`config.mk`:
```
export PLATFORM = sky130hd
export DESIGN_NAME = alu_share_ctrl
export DESIGN_NICKNAME = d
export VERILOG_FILES = /design/src/rtl/alu_share_pkg.sv /design/src/rtl/rr_arb2.sv /design/src/rtl/alu_share_ctrl.sv
export SDC_FILE = /design/constraint.sdc
export NUM_CORES = 1
export LEC_CHECK = 0
export ABC_AREA = 0
export ABC_CLOCK_PERIOD_IN_PS = 2350
export CAP_MARGIN = 15
export CORE_MARGIN = 1
export CORE_UTILIZATION = 41
export CTS_CLUSTER_DIAMETER = 40
export DETAILED_ROUTE_END_ITERATION = 8
export GPL_TIMING_DRIVEN = 0
export MAX_ROUTING_LAYER = met4
export PLACE_DENSITY = 0.81
export SLEW_MARGIN = 25
export SYNTH_ARGS = -nofsm -noshare
export SYNTH_HDL_FRONTEND = slang
export SYNTH_SLANG_ARGS = --single-unit
```
`constraint.sdc`:
```
create_clock -name clk -period 2.35 [get_ports clk]
set_input_delay 0.5875 -clock clk [delete_from_list [all_inputs] [get_ports clk]]
set_output_delay 0.5875 -clock clk [all_outputs]
set_load 0.05 [all_outputs]
```
`src/rtl/alu_share_pkg.sv`:
```
// Shared definitions for the ALU sharing controller: opcodes, ALU operation codes, FSM states.
package alu_share_pkg;

  // Requester opcodes
  localparam logic [1:0] OP_ADD  = 2'b00;
  localparam logic [1:0] OP_LUI  = 2'b01;
  localparam logic [1:0] OP_LI16 = 2'b10;
  localparam logic [1:0] OP_MOVA = 2'b11;

  // ALU operation select
  localparam logic ALU_ADD = 1'b0;
  localparam logic ALU_LUI = 1'b1;

  typedef enum logic [1:0] {
    StIdle,
    StExec,
    StExec2,
    StResp
  } state_e;

  // LI16 is the only macro-op that needs a second ALU pass.
  function automatic logic is_two_pass(input logic [1:0] op);
    return op == OP_LI16;
  endfunction

endpackage

```
`src/rtl/rr_arb2.sv`:
```
// Two-input round-robin arbiter. On a tie the requester that was not granted last wins.
module rr_arb2 (
  input  logic clk,
  input  logic rst,
  input  logic en,
  input  logic valid0,
  input  logic valid1,
  output logic gnt0,
  output logic gnt1,
  output logic gnt_id
);

  logic last_id_q;

  // Grant selection; at most one grant, and only towards a valid requester.
  always_comb begin
    gnt0 = 1'b0;
    gnt1 = 1'b0;
    if (en) begin
      if (valid0 && valid1) begin
        gnt0 = last_id_q;
        gnt1 = ~last_id_q;
      end else if (valid0) begin
        gnt0 = 1'b1;
      end else if (valid1) begin
        gnt1 = 1'b1;
      end
    end
    gnt_id = gnt1;
  end

  // Pointer tracks the most recent winner; reset to 1 so requester 0 wins the first tie.
  always_ff @(posedge clk) begin
    if (rst) begin
      last_id_q <= 1'b1;
    end else if (gnt0 || gnt1) begin
      last_id_q <= gnt1;
    end
  end

endmodule

```
`src/rtl/alu_share_ctrl.sv`:
```
// Shares one combinational 16-bit ALU between two requesters: arbitrate, sequence the
// ALU passes (two for LI16), then hold the result on a valid/ready response channel.
module alu_share_ctrl
  import alu_share_pkg::*;
#(
  parameter int unsigned WIDTH        = 16,
  parameter bit          ZERO_FLAG_EN = 1'b1
) (
  input  logic             clk,
  input  logic             rst,
  input  logic             req0_valid,
  output logic             req0_ready,
  input  logic [1:0]       req0_op,
  input  logic [WIDTH-1:0] req0_a,
  input  logic [WIDTH-1:0] req0_b,
  input  logic             req1_valid,
  output logic             req1_ready,
  input  logic [1:0]       req1_op,
  input  logic [WIDTH-1:0] req1_a,
  input  logic [WIDTH-1:0] req1_b,
  output logic             rsp_valid,
  input  logic             rsp_ready,
  output logic             rsp_id,
  output logic [WIDTH-1:0] rsp_result,
  output logic             rsp_zero,
  output logic [WIDTH-1:0] alu_inA,
  output logic [WIDTH-1:0] alu_inB,
  output logic             alu_operation,
  input  logic [WIDTH-1:0] alu_result,
  output logic             busy
);

  state_e           state_q, state_d;
  logic [1:0]       op_q;
  logic [WIDTH-1:0] a_q, b_q, res_q;
  logic             id_q, zero_q;

  logic arb_en, gnt0, gnt1, gnt_id, hs;

  // Grants only offered in idle and never while reset is asserted.
  assign arb_en = (state_q == StIdle) && !rst;

  rr_arb2 u_arb (
    .clk    (clk),
    .rst    (rst),
    .en     (arb_en),
    .valid0 (req0_valid),
    .valid1 (req1_valid),
    .gnt0   (gnt0),
    .gnt1   (gnt1),
    .gnt_id (gnt_id)
  );

  assign req0_ready = gnt0;
  assign req1_ready = gnt1;
  assign hs         = gnt0 | gnt1;

  // Next-state and ALU port drive; ports idle at zero/add outside the execute states.
  always_comb begin
    state_d       = state_q;
    alu_inA       = '0;
    alu_inB       = '0;
    alu_operation = ALU_ADD;
    unique case (state_q)
      StIdle: begin
        if (hs) state_d = StExec;
      end
      StExec: begin
        unique case (op_q)
          OP_ADD: begin
            alu_inA = a_q;
            alu_inB = b_q;
          end
          OP_LUI: begin
            alu_operation = ALU_LUI;
            alu_inB       = b_q;
          end
          OP_LI16: begin
            // First pass places the immediate's high byte in the upper half.
            alu_operation = ALU_LUI;
            alu_inB       = {{(WIDTH-8){1'b0}}, b_q[15:8]};
          end
          OP_MOVA: begin
            alu_inA = a_q;
          end
          default: ;
        endcase
        state_d = is_two_pass(op_q) ? StExec2 : StResp;
      end
      StExec2: begin
        alu_inA = res_q;
        alu_inB = {{(WIDTH-8){1'b0}}, b_q[7:0]};
        state_d = StResp;
      end
      StResp: begin
        if (rsp_ready) state_d = StIdle;
      end
      default: state_d = StIdle;
    endcase
  end

  // State, operand capture at handshake, result capture after each ALU pass.
  always_ff @(posedge clk) begin
    if (rst) begin
      state_q <= StIdle;
      op_q    <= OP_ADD;
      a_q     <= '0;
      b_q     <= '0;
      res_q   <= '0;
      id_q    <= 1'b0;
      zero_q  <= 1'b0;
    end else begin
      state_q <= state_d;
      if (hs) begin
        id_q <= gnt_id;
        op_q <= gnt_id ? req1_op : req0_op;
        a_q  <= gnt_id ? req1_a : req0_a;
        b_q  <= gnt_id ? req1_b : req0_b;
      end
      if (state_q == StExec || state_q == StExec2) begin
        res_q  <= alu_result;
        zero_q <= (alu_result == '0);
      end
    end
  end

  assign rsp_valid  = (state_q == StResp);
  assign busy       = (state_q != StIdle);
  assign rsp_result = res_q;
  assign rsp_id     = id_q;
  assign rsp_zero   = ZERO_FLAG_EN ? zero_q : 1'b0;

endmodule

```
==> impl_metrics.json <==
{
  "clock_path_buffers": 2,
  "antenna_left": 0,
  "drive_gt1_share_pct": 24.8,
  "coreArea_um2": 6830,
  "cts_root_buffer": "clkbuf_8",
  "fmax_mhz": 423,
  "worstPathRequired_ns": 1.76,
  "grt_pass1_wl_um": 15900,
  "hold_buffers": 0,
  "critPathArrivalTime_ns": 1.77,
  "htree_levels": 2,
  "clkSlewWorstSetupHoldPaths_ns": 0.11,
  "numCtsBuffers": 5,
  "globalplace.congestion": 0.910,
  "fin_crit_sh_pct": 100,
  "synth_top_cell_by_area": "dfxtp_1",
  "grt_pass1_vias": 3357,
  "routed_wl_um": 10500,
  "power_switching_mw": 2.37,
  "maxCapViolations": 0,
  "slew_violations": 0,
  "dp.cells": 585,
  "nFillCells": 520,
  "yosys-top-cells-area": "dfxtp_1, a31oi_1, nand4_1, nand3_1, o21ai_0",
  "clkLatencyLatePin_ns": 0.30,
  "critPathLaunchType": "flip-flop",
  "ys_ff_latch": 55,
  "p_comb_share_pct": 61.9,
  "yosysMostFrequentCell": "dfxtp_1",
  "finalClockSkew_ns": 0.00563,
  "antenna_found_initial": 0,
  "dr.pass1.iters": 5,
  "whs_ns": 0.480,
  "grt_use_total_pct": 27.8,
  "grt-ovfl-total": 0,
  "drt-initial-drc-count": 209,
  "dominantRegCellSynth": "dfxtp_1",
  "num_rows": 30,
  "placed_area_um2": 4490,
  "synthTopCellsByCount": "dfxtp_1, a31oi_1, nand3_1, o21ai_0, nand4_1",
  "p_leak_nw": 1.98,
  "fin_util_pct": 74.5,
  "cp-end-kind": "output port",
  "fp.dieH_um": 86.4,
  "clkPwrFrac_pct": 10.8,
  "syn_nets": 444,
  "grt_max_degree": 19,
  "yosys_warnings": 0,
  "violations": "negative setup slack",
  "path_class": "reg -> out",
  "die_w_um": 86.4,
  "netlist-cell-type-count": 35,
  "final_cells": 605,
  "worst_pin_slew_ns": 0.517,
  "relSlewSlack_pct": 65.5,
  "layout_setup_ws_ns": -0.0115,
  "synth.top_cell.area_share_pct": 37.7,
  "period_needed_ns": 2.36,
  "syn-cell-area_um2": 2920,
  "pre_cts_ws_ns": -0.862,
  "area_growth_pct": 74.1,
  "wl_per_cell_um": 17.3,
  "tritoncts": "built",
  "viasPerCell": 5.70,
  "fin_nets": 606,
  "clock_sinks": 55,
  "synthCells": 346,
  "postLayoutCellArea_um2": 5090,
  "power.density_nw_per_um2": 994,
  "synth_edf_count": 0,
  "ys_seq_area_share_pct": 37.7,
  "status": "complete, but fails checks",
  "io_buffers": 143,
  "seqPwrFrac_pct": 27.3,
  "initial_core_util_pct": 42.8,
  "dp_hpwl_um": 7610,
  "cp_max_fo": 8,
  "ys_async_sr_fraction_pct": 0,
  "rsz0062_at_grt": "true",
  "hold_class": "reg -> reg",
  "syn_area_per_cell_um2": 8.45,
  "irDropWorstVdd_uv": 779,
  "sw_frac_of_total_pct": 46.9,
  "ios": 144,
  "route.detailed.drc": 0,
  "p_int_mw": 2.69,
  "hold_viol": 0,
  "vias": 3448,
  "dieArea_um2": 7470,
  "antenna_cells": 0,
  "finalSetupViolCount": 7
}
-- area by class of cell --
class	instances	area [um^2]	share of cell area, %
multi-input combinational	246	1850	36.3
timing repair buffer	159	1700	33.5
sequential	55	1110	21.8
buffer	33	180	3.54
tap	96	120	2.36
clock buffer	5	68.8	1.35
inverter	8	37.5	0.737
clock inverter	3	22.5	0.442
-- what timing repair did --
action	4_1_cts	5_1_grt
resized for setup	286	58
endpoints found under the setup margin	36	36
pin swaps	17	13
buffers inserted	13	2
gates cloned	1	0
-- layout by cell type, fill, tap and decap left out, drive strengths merged --
master         count
a2111oi            1
a21boi             1
nor2b              3
clkinv             2
clkdlybuf4s50    105
nor2              19
buf               69
or4                1
dfxtp             55
nor3               1
a21o               1
dlygate4sd2        2
ha                 9
nand3             35
nand2b             4
inv                9
mux2i             16
or2                1
o32ai              1
nor4               3
nand4             34
clkbuf            19
a22o              16
dlymetal6s2s       1
a21oi              2
o21ai             35
and2              11
or3                2
nand2              1
a32o               8
and3               1
o21ba              1
a31oi             35
clkdlybuf4s15      1
o21bai             1
o31ai              1
nor3b              2
-- per-stage QoR --
stage / total power [mW] / TNS [ns]
finish: 5.06 / -0.0439
global route: 5.30 / -0.573
CTS: 4.94 / -1.98
detailed placement: 3.99 / -25.06
global placement: 3.94 / -24.52
floorplan: 3.13 / 0
-- worst paths after layout --
path	from	cells after the start	to	slack (ns)
setup / recovery	op_q[1]	6	alu_inB[1]	-0.01
hold reg to reg	rsp_id	2	rsp_id	0.48
hold / removal	rsp_id	2	rsp_id	0.48
setup reg to reg	state_q[0]	7	rsp_result[0]	0.48
-- critical path, cell delays in order (launching register included) --
cell     delay (ns)
dfxtp_4        0.39
inv_4          0.05
ha_4           0.15
o21ba_4        0.21
a21o_4         0.23
a32o_2         0.29
buf_8          0.15
-- cell families (layout without fill, tap and decap cells) --
group,Yosys count,after routing,share of synthesized area [%]
buf+inv,45,208,6.89
compound gates,103,103,23.7
flops,55,55,37.7
fa+ha+maj,9,9,3.85
mux,16,16,5.48
simple gates,118,118,22.4
-- power groups by stage --
stage	logic [mW]	clock network (mW)	registers [mW]
after floorplan	1.42	0	1.71
after global placement	2.59	0	1.36
after detailed placement	2.63	0	1.37
after CTS	3.03	0.550	1.36
after global routing	3.30	0.589	1.41
final	3.13	0.546	1.38
-- state kept, by name (all words and copies together), names as in the netlist --
name,cells
u_arb.last_id_q,1
rsp_id,1
rsp_zero,1
rsp_result,16
op_q,2
state_q,2
b_q,16
a_q,16
-- layer usage --
layer  track usage (%)  share of wire (%)
met2              48.6                 50
met1              33.2                 42
met3              4.10                5.2
met5                 -                  0
met4              7.88                2.4
Power figures use the tool's default switching activity.
